## config.mk

```make
export PLATFORM = sky130hd
export DESIGN_NAME = change_dispenser
export DESIGN_NICKNAME = d
export VERILOG_FILES = /design/src/rtl/change_dispenser_pkg.sv /design/src/rtl/change_dispenser_coin_inventory.sv /design/src/rtl/change_dispenser.sv
export SDC_FILE = /design/constraint.sdc
export NUM_CORES = 1
export LEC_CHECK = 0
export BUFFER_PORTS_ARGS = -buffer_cell sky130_fd_sc_hd__buf_2
export CAP_MARGIN = 0
export CORE_MARGIN = 2
export CORE_UTILIZATION = 60
export CTS_CLUSTER_SIZE = 30
export DETAILED_ROUTE_END_ITERATION = 8
export PLACE_DENSITY_LB_ADDON = 0.3
export SETUP_SLACK_MARGIN = 0.4
export SLEW_MARGIN = 20
export SYNTH_ARGS = -nofsm -noshare
export SYNTH_HDL_FRONTEND = slang
export SYNTH_SLANG_ARGS = --single-unit
```

## constraint.sdc

```tcl
create_clock -name clk_i -period 6.55 [get_ports clk_i]
set_clock_uncertainty 0.1 [all_clocks]
set_input_delay 1.31 -clock clk_i [delete_from_list [all_inputs] [get_ports clk_i]]
set_output_delay 1.31 -clock clk_i [all_outputs]
set_load 0.02 [all_outputs]
```

## src/rtl/change_dispenser_pkg.sv

```systemverilog
// change_dispenser_pkg: shared states, coin values and restock selector codes
package change_dispenser_pkg;

    typedef enum logic [2:0] {IDLE, PICK, WAIT, DONE, GAP} state_e;

    localparam logic [6:0] COIN_10 = 7'd10;
    localparam logic [6:0] COIN_5  = 7'd5;
    localparam logic [6:0] COIN_1  = 7'd1;

    localparam logic [1:0] SEL_10 = 2'b00;
    localparam logic [1:0] SEL_5  = 2'b01;
    localparam logic [1:0] SEL_1  = 2'b10;

endpackage

```

## src/rtl/change_dispenser_coin_inventory.sv

```systemverilog
// coin_inventory: one saturating coin counter with restock add and single-coin decrement
module coin_inventory #(
    parameter int          W    = 6,
    parameter int unsigned INIT = 0
) (
    input  logic         clk_i,
    input  logic         rst_ni,
    input  logic         add_i,
    input  logic [W-1:0] add_count_i,
    input  logic         dec_i,
    output logic [W-1:0] count_o,
    output logic         nonzero_o
);

    logic [W-1:0] count_q, count_d;
    logic [W:0]   sum;

    // restock saturates at all-ones; a decrement is never allowed to wrap below zero
    always_comb begin
        sum     = {1'b0, count_q} + {1'b0, add_count_i};
        count_d = count_q;
        if (add_i)
            count_d = sum[W] ? '1 : sum[W-1:0];
        else if (dec_i && count_q != '0)
            count_d = count_q - W'(1);
    end

    // counter register, reloads its initial stock on reset
    always_ff @(posedge clk_i or negedge rst_ni) begin
        if (!rst_ni) count_q <= W'(INIT);
        else         count_q <= count_d;
    end

    assign count_o   = count_q;
    assign nonzero_o = count_q != '0;

endmodule

```

## src/rtl/change_dispenser.sv

```systemverilog
// change_dispenser: pays a refund out greedily as 10/5/1 coins over a valid/ack handshake.
// Define DISPENSE_GAP_EN to insert a one-cycle settle gap between coins.
module change_dispenser
    import change_dispenser_pkg::*;
#(
    parameter int INV_W   = 6,
    parameter int INIT_10 = 20,
    parameter int INIT_5  = 20,
    parameter int INIT_1  = 40
) (
    input  logic             clk_i,
    input  logic             rst_ni,
    input  logic             refund_valid_i,
    input  logic [6:0]       refund_amount_i,
    output logic             refund_ready_o,
    input  logic             restock_valid_i,
    input  logic [1:0]       restock_sel_i,
    input  logic [INV_W-1:0] restock_count_i,
    output logic             coin_valid_o,
    output logic [6:0]       coin_denom_o,
    input  logic             coin_ack_i,
    output logic             done_o,
    output logic             shortfall_o,
    output logic [6:0]       remaining_o,
    output logic [INV_W-1:0] inv_10_o,
    output logic [INV_W-1:0] inv_5_o,
    output logic [INV_W-1:0] inv_1_o
);

`ifdef DISPENSE_GAP_EN
    localparam state_e AFTER_COIN = GAP;
`else
    localparam state_e AFTER_COIN = PICK;
`endif

    state_e     state_q, state_d;
    logic [6:0] remaining_q, remaining_d;
    logic [6:0] denom_q, denom_d;
    logic       shortfall_q, shortfall_d;
    logic       nz_10, nz_5, nz_1;
    logic       restock_ok, paid;
    logic [6:0] pick_denom;

    assign pick_denom = (remaining_q >= COIN_10 && nz_10) ? COIN_10 :
                        (remaining_q >= COIN_5  && nz_5)  ? COIN_5  :
                        (remaining_q >= COIN_1  && nz_1)  ? COIN_1  : 7'd0;
    assign restock_ok = restock_valid_i && state_q == IDLE;
    assign paid       = state_q == WAIT && coin_ack_i;

    // next-state: latch refund, pick largest stocked coin that fits, retire it on ack
    always_comb begin
        state_d     = state_q;
        remaining_d = remaining_q;
        denom_d     = denom_q;
        shortfall_d = shortfall_q;
        case (state_q)
            IDLE: if (refund_valid_i) begin
                remaining_d = refund_amount_i;
                shortfall_d = 1'b0;
                state_d     = refund_amount_i == 7'd0 ? DONE : PICK;
            end
            PICK: begin
                denom_d     = pick_denom;
                shortfall_d = pick_denom == 7'd0;
                state_d     = pick_denom == 7'd0 ? DONE : WAIT;
            end
            WAIT: if (coin_ack_i) begin
                remaining_d = remaining_q - denom_q;
                state_d     = remaining_q == denom_q ? DONE : AFTER_COIN;
            end
            GAP:     state_d = PICK;
            DONE:    state_d = IDLE;
            default: state_d = IDLE;
        endcase
    end

    // control registers; reset aborts any transaction in flight
    always_ff @(posedge clk_i or negedge rst_ni) begin
        if (!rst_ni) begin
            state_q     <= IDLE;
            remaining_q <= 7'd0;
            denom_q     <= 7'd0;
            shortfall_q <= 1'b0;
        end else begin
            state_q     <= state_d;
            remaining_q <= remaining_d;
            denom_q     <= denom_d;
            shortfall_q <= shortfall_d;
        end
    end

    coin_inventory #(.W(INV_W), .INIT(INIT_10)) u_inv_10 (
        .clk_i(clk_i), .rst_ni(rst_ni),
        .add_i(restock_ok && restock_sel_i == SEL_10), .add_count_i(restock_count_i),
        .dec_i(paid && denom_q == COIN_10), .count_o(inv_10_o), .nonzero_o(nz_10)
    );

    coin_inventory #(.W(INV_W), .INIT(INIT_5)) u_inv_5 (
        .clk_i(clk_i), .rst_ni(rst_ni),
        .add_i(restock_ok && restock_sel_i == SEL_5), .add_count_i(restock_count_i),
        .dec_i(paid && denom_q == COIN_5), .count_o(inv_5_o), .nonzero_o(nz_5)
    );

    coin_inventory #(.W(INV_W), .INIT(INIT_1)) u_inv_1 (
        .clk_i(clk_i), .rst_ni(rst_ni),
        .add_i(restock_ok && restock_sel_i == SEL_1), .add_count_i(restock_count_i),
        .dec_i(paid && denom_q == COIN_1), .count_o(inv_1_o), .nonzero_o(nz_1)
    );

    assign refund_ready_o = state_q == IDLE;
    assign coin_valid_o   = state_q == WAIT;
    assign coin_denom_o   = state_q == WAIT ? denom_q : 7'd0;
    assign done_o         = state_q == DONE;
    assign shortfall_o    = state_q == DONE && shortfall_q;
    assign remaining_o    = remaining_q;

endmodule

```

# Word level (Yosys, flattened, before mapping)
# Index checks and enable logic that the tools add are counted.
[totals] regBits=36 output_inout_bits=36 latch_bits=0 word_cells=83 ram_bits=0 mem_count=0 inputBits=20 romBits=0
[op_classes] multipliers=0 order_cmp=3 n_div=0 eq_ne=12 bitwise=0 n_mux=24 shifts=0 addsub=7 reduce_logical=30
[ops] operator="2-to-1 mux 6 bit" count=9
[ops] operator="adder 6 x 6 -> 7 bit" count=3
[ops] operator="2-to-1 mux 7 bit" count=3
[ops] operator="nonzero test 6 bit" count=3
[ops] operator="subtractor 6 x 1 -> 6 bit (second input constant)" count=3
[ops] operator="logical AND 1 bit" count=15
[ops] operator="zero test 7 bit" count=2
[ops] operator="one-hot mux 7 bit (2 select lines)" count=1
[ops] operator="one-hot mux 3 bit (4 select lines)" count=1
[ops] operator="nonzero test 2 bit" count=5
[ops] operator="2-to-1 mux 3 bit" count=3
[ops] operator="== test 7 x 1 -> 1 bit (second input constant)" count=1
[ops] operator="== test 7 x 3 -> 1 bit (second input constant)" count=1
[ops] operator="== test 7 x 4 -> 1 bit (second input constant)" count=1
[ops] operator="== test 7 bit" count=1
[ops] operator=">= comparator 7 x 1 -> 1 bit (second input constant)" count=1
[ops] operator=">= comparator 7 x 3 -> 1 bit (second input constant)" count=1
[ops] operator=">= comparator 7 x 4 -> 1 bit (second input constant)" count=1
[ops] operator="subtractor 7 bit" count=1
[ops] operator="== test 3 x 2 -> 1 bit (second input constant)" count=2
[ops] operator="2-to-1 mux 2 bit" count=2
[ops] operator="2-to-1 mux 4 bit" count=1
[ops] operator="AND reduction 2 bit" count=2
[ops] operator="== test 3 x 1 -> 1 bit (second input constant)" count=1
[ops] operator="other kinds (10)" count=12

# Depth between registers and ports, before layout
[depth] depth_word=8 mapped_depth=9 depth_no_buf=8

# Modules after synthesis
# Synthesis repeated with hierarchy kept, for this count alone.
[unflattened] cells_unflattened=337 hier_area_um2=2946.6
[by_module_without_submodules] module="coin_inventory (u_inv_1 ...)" seq_area_each_um2=152.6 cells_each=69 area_each_um2=626.9 instances=2
[by_module_without_submodules] module="change_dispenser" seq_area_each_um2=325.3 cells_each=129 area_each_um2=1053.5 instances=1
[by_module_without_submodules] module="coin_inventory (u_inv_5)" seq_area_each_um2=152.6 cells_each=70 area_each_um2=639.4 instances=1

# Worst setup path before layout
# No wires, ideal clock.
[synth_path] kind="input-to-reg" start="in restock_count_i[0]" end="reg u_inv_5.count_q[0], in the netlist u_inv_5.count_o[0]" arrival_time_ns=2.698 n_path_buf=0 setup_slack_ns=3.631 setup_time_ns=0.121 cell_stages=8 required_time_ns=6.329 cell_sequence="ha_1 > inv_1 > fa_1 > nor2b_1 > o21ai_0 > a21oi_1 > or3_1 > a22o_1"
[synth_via] elab_chain_cells=3
[synth_rtl] item="from (decl)" line="change_dispenser.sv:18" source="input logic [INV_W-1:0] restock_count_i,"
[synth_rtl] item="adder 6 x 6 -> 7 bit" line="change_dispenser_coin_inventory.sv:20" source="sum = {1'b0, count_q} + {1'b0, add_count_i};"
[synth_rtl] item="2-to-1 mux 6 bit" line="change_dispenser_coin_inventory.sv:23" source="count_d = sum[W] ? '1 : sum[W-1:0];"
[synth_rtl] item="2-to-1 mux 6 bit" line="change_dispenser_coin_inventory.sv:22" source="if (add_i)"
[synth_rtl] item="to (signal assigned)" line="change_dispenser_coin_inventory.sv:30" source="if (!rst_ni) count_q <= W'(INIT);"
[synth_rtl] item="to (signal assigned)" line="change_dispenser_coin_inventory.sv:31" source="else count_q <= count_d;"
[synth_rtl] item="to (decl)" line="change_dispenser_coin_inventory.sv:15" source="logic [W-1:0] count_q, count_d;"
# Every way passes these cells.
# A chain may end at the register's enable or synchronous reset.

# Worst setup path after layout
[layout_path] start="reg state_q[0]" end="out coin_denom_o[0]"
[layout_via] elab_chain_cells=2
[layout_rtl] item="from (decl)" line="change_dispenser.sv:36" source="state_e state_q, state_d;"
[layout_rtl] item="from (signal assigned)" line="change_dispenser.sv:85" source="state_q <= state_d;"
[layout_rtl] item="== test 3 x 2 -> 1 bit" line="change_dispenser.sv:112" source="assign coin_denom_o = state_q == WAIT ? denom_q : 7'd0;"
[layout_rtl] item="2-to-1 mux 7 bit" line="change_dispenser.sv:112"
[layout_rtl] item="to (decl)" line="change_dispenser.sv:20" source="output logic [6:0] coin_denom_o,"
# Every way passes these cells.

==> metrics.md <==
| Metric | Value |
|---|---|
| Utilization after layout | `71.5%` |
| I/O pins | `56` |
| Fin crit share | `52.9%` |
| Ys async rst share | `100%` |
| TNS Setup | `0 ns` |
| Commonest non-fill, non-tap cell in the layout | `buf_2` |
| Post-Syn Area per Cell | `approximately 9 µm²` |
| Setup CP Type | `flop to output pin` |
| Top FF cell, synth | `dfrtp_1` |
| GRT overflow | `0` |
| RSZ-0062 raised after global routing | `no` |
| Share of the yosys chip area belonging to registers | `between 20% and 30%` |
| CP required | `between 5 and 6 ns` |
| Filler Cell Count | `348` |
| Distinct cells, synth | `71` |
| Routed WL | `around 7000 µm` |
| Clk pin slew, worst setup/hold paths | `approximately 0.07 ns` |
| First-pass GRT wire length | `11800 µm` |
| CTS Hold Bufs | `0` |
| Critical path startpoint category | `flop` |
| Antenna fix cells | `0` |
| Pin count of the biggest net entering global routing | `32` |
| Maximum clock frequency | `0.289 GHz` |
| Hold Vio Cnt, Final | `0` |
| First-pass DRT Iterations | `5` |
| Antenna Nets Post-Route | `0` |
| Die X | `72.6 µm` |
| Worst vdd ir | `201 µV` |
| Critical path arrival | `2.05 ns` |
| Initial antenna violation count | `0` |
| DR WL/cell | `between 15 and 20 µm` |
| Leak | `1.40 nW` |
| Worst Path Buf+Inv | `2` |
| Max clock buf depth | `2` |
| Clock tree sinks | `31` |
| Family with the most delay on the worst path | `simple AND/OR/NAND/NOR gates` |
| Vias in the first global route | `2503` |
| Die Y | `72.6 µm` |
| Worst hold path class | `flop to flop` |
| Skew-Pair Late Insertion Delay | `0.29 ns` |
| IO buf count | `52` |
| Synth Instances | `315` |
| Synth Cell Area | `2830 µm²` |
| DR vias/cell | `6.40` |
| MaxCap Viol Count | `0` |
| Min Tclk post-route | `3.46 ns` |
| YS warnings | `0` |
| EDFF count, synth | `0` |
| Count of final setup violators | `0` |
| # H-tree levels | `2` |
| Crit. End Element | `output pin` |
| DRC | `0` |
| RePlAce Congestion | `0.925` |
| Die Footprint | `~5300 µm²` |
| Initial core utilization | `63.6%` |
| CP Max Fanout | `16` |
| FF+latch count, synth | `31` |
| Share of cells above drive strength 1 | `23.2%` |
| Outcome | `completed` |
| Max incr delay on CP | `0.61 ns` |
| Via Count | `2676` |
| Crit-path cells | `nand2b_1, inv_1, and2_1, buf_2` |
| Power per Cell Area | `449 nW/µm²` |
| Final nets | `415` |
| HPWL Detailed | `5510 µm` |
| Most frequent cells in the layout | `buf_2 (52), o21ai_0 (27), a21oi_1 (25), ha_1 (25), dfrtp_1 (25)` |
| Number of post-CTS setup repair buffers | `0` |
| Synthesis-to-finish area growth | `12.5%` |
| Resized Gates After CTS | `0` |
| Cts bufs inserted | `5` |
| CTS tree | `done` |
| Core ar. | `4440 µm²` |
| Gr usage total | `28.6%` |
| Critical path's slowest cell | `dfrtp_1` |
| Worst slew pin tran | `0.727 ns` |
| Num rows | `24` |
| Max Slew Vio Count | `0` |
| Slew Limit Headroom | `about half` |
| Clock root buffer master | `clkbuf_8` |
| Initial DRC Count | `238` |
worst paths after layout:
check                      slack (ns)  cells past startpoint                              to               startpoint
max reg2reg                      4.08                      5  u_inv_5.count_o[0]$_DFFE_PN0P_   state_q[0]$_DFFE_PN0P_
min reg2reg                      0.42                      1         shortfall_q$_DFFE_PN0P_  shortfall_q$_DFFE_PN0P_
min                              0.42                      1         shortfall_q$_DFFE_PN0P_  shortfall_q$_DFFE_PN0P_
max in group asynchronous        4.91                      1  u_inv_1.count_o[1]$_DFFE_PN0P_                   rst_ni
max                              3.09                      4                 coin_denom_o[0]   state_q[0]$_DFFE_PN0P_
min in group asynchronous        0.98                      1      remaining_o[4]$_DFFE_PN0P_                   rst_ni
routing by layer:
metal  track usage (%)  part of all wire, %  vias to the layer above
li1                  -                    -                     1270
met1              40.8                   44                     1270
met2              45.4                   47                      126
met3              4.42                  8.3                       10
met4              7.61                  1.0                        0
met5                 0                    0                        -
registers in the layout, summed over array words and instances (netlist names):
register / cells
u_inv_10.count_o: 6
u_inv_1.count_o: 6
state_q: 2
denom_q: 3
shortfall_q: 1
u_inv_5.count_o: 6
remaining_o: 7
cells by family (layout without fill, tap and decap cells):
group	count (synthesis)	in the layout	synth area share, %
simple gates	104	104	22.5
compound gates	103	103	25.4
flops	31	31	27.7
buf+inv	31	80	5.14
fa+ha+maj	30	30	14.3
xor+xnor	13	13	4.03
mux	2	2	0.709
other cells	1	3	0.133
synthesized netlist by cell type (all sizes together) (2+ instances only):
cell type	number	area [µm²]
nor2	22	90.1
a32o	4	40.0
nand2	20	77.6
buf	7	53.8
o31ai	6	45.0
o311ai	2	52.6
a22oi	5	37.5
mux2i	2	20.0
a21o	6	47.6
inv	21	78.8
a21oi	25	125
nor2b	10	62.6
nor4b	3	41.3
nand4b	2	23.8
a211o	2	17.5
a211oi	4	30.0
o21a	2	15.0
nor3	6	30.0
a31oi	2	12.5
fa	4	80.1
nand4	4	25.0
and3	2	12.5
dfstp	6	158
o22ai	2	18.8
clkbuf	3	12.5
nand2b	5	31.3
nor3b	3	22.5
or3	6	45.0
nor4	4	40.0
or3b	3	28.8
dfrtp	25	626
o21ai	27	135
xor2	9	78.8
xnor2	4	35.0
a32oi	4	35.0
a22o	4	36.3
nand3	4	20.0
and2	3	18.8
ha	25	313
per-stage QoR:
stage	setup WS (ns)	hold WS, ns	instances	area, µm²	power (mW)
floorplan	3.63	0.364	317	2830	1.03
global placement	3.41	0.385	411	3090	1.23
detailed placement	3.37	0.402	411	3090	1.26
CTS	3.10	0.420	418	3180	1.42
global route	2.93	0.439	418	3180	1.55
finish	3.09	0.423	418	3180	1.43
power breakdown:
part / internal [mW] / switching, mW
sequential: 0.281 / 0.143
combinational: 0.344 / 0.500
clock: 0.0824 / 0.0757
total: 0.708 / 0.718
layout make-up:
| class | instances | area (µm²) | share of cell area (%) |
|---|---|---|---|
| inverter | 21 | 78.8 | 2.48 |
| clock inverter | 1 | 5.00 | 0.157 |
| tap | 52 | 65.1 | 2.05 |
| sequential | 31 | 783 | 24.6 |
| timing repair buffer | 52 | 260 | 8.19 |
| clock buffer | 6 | 82.6 | 2.60 |
| multi-input combinational | 255 | 1900 | 59.9 |
No activity file was read; power rests on OpenSTA's default activity.
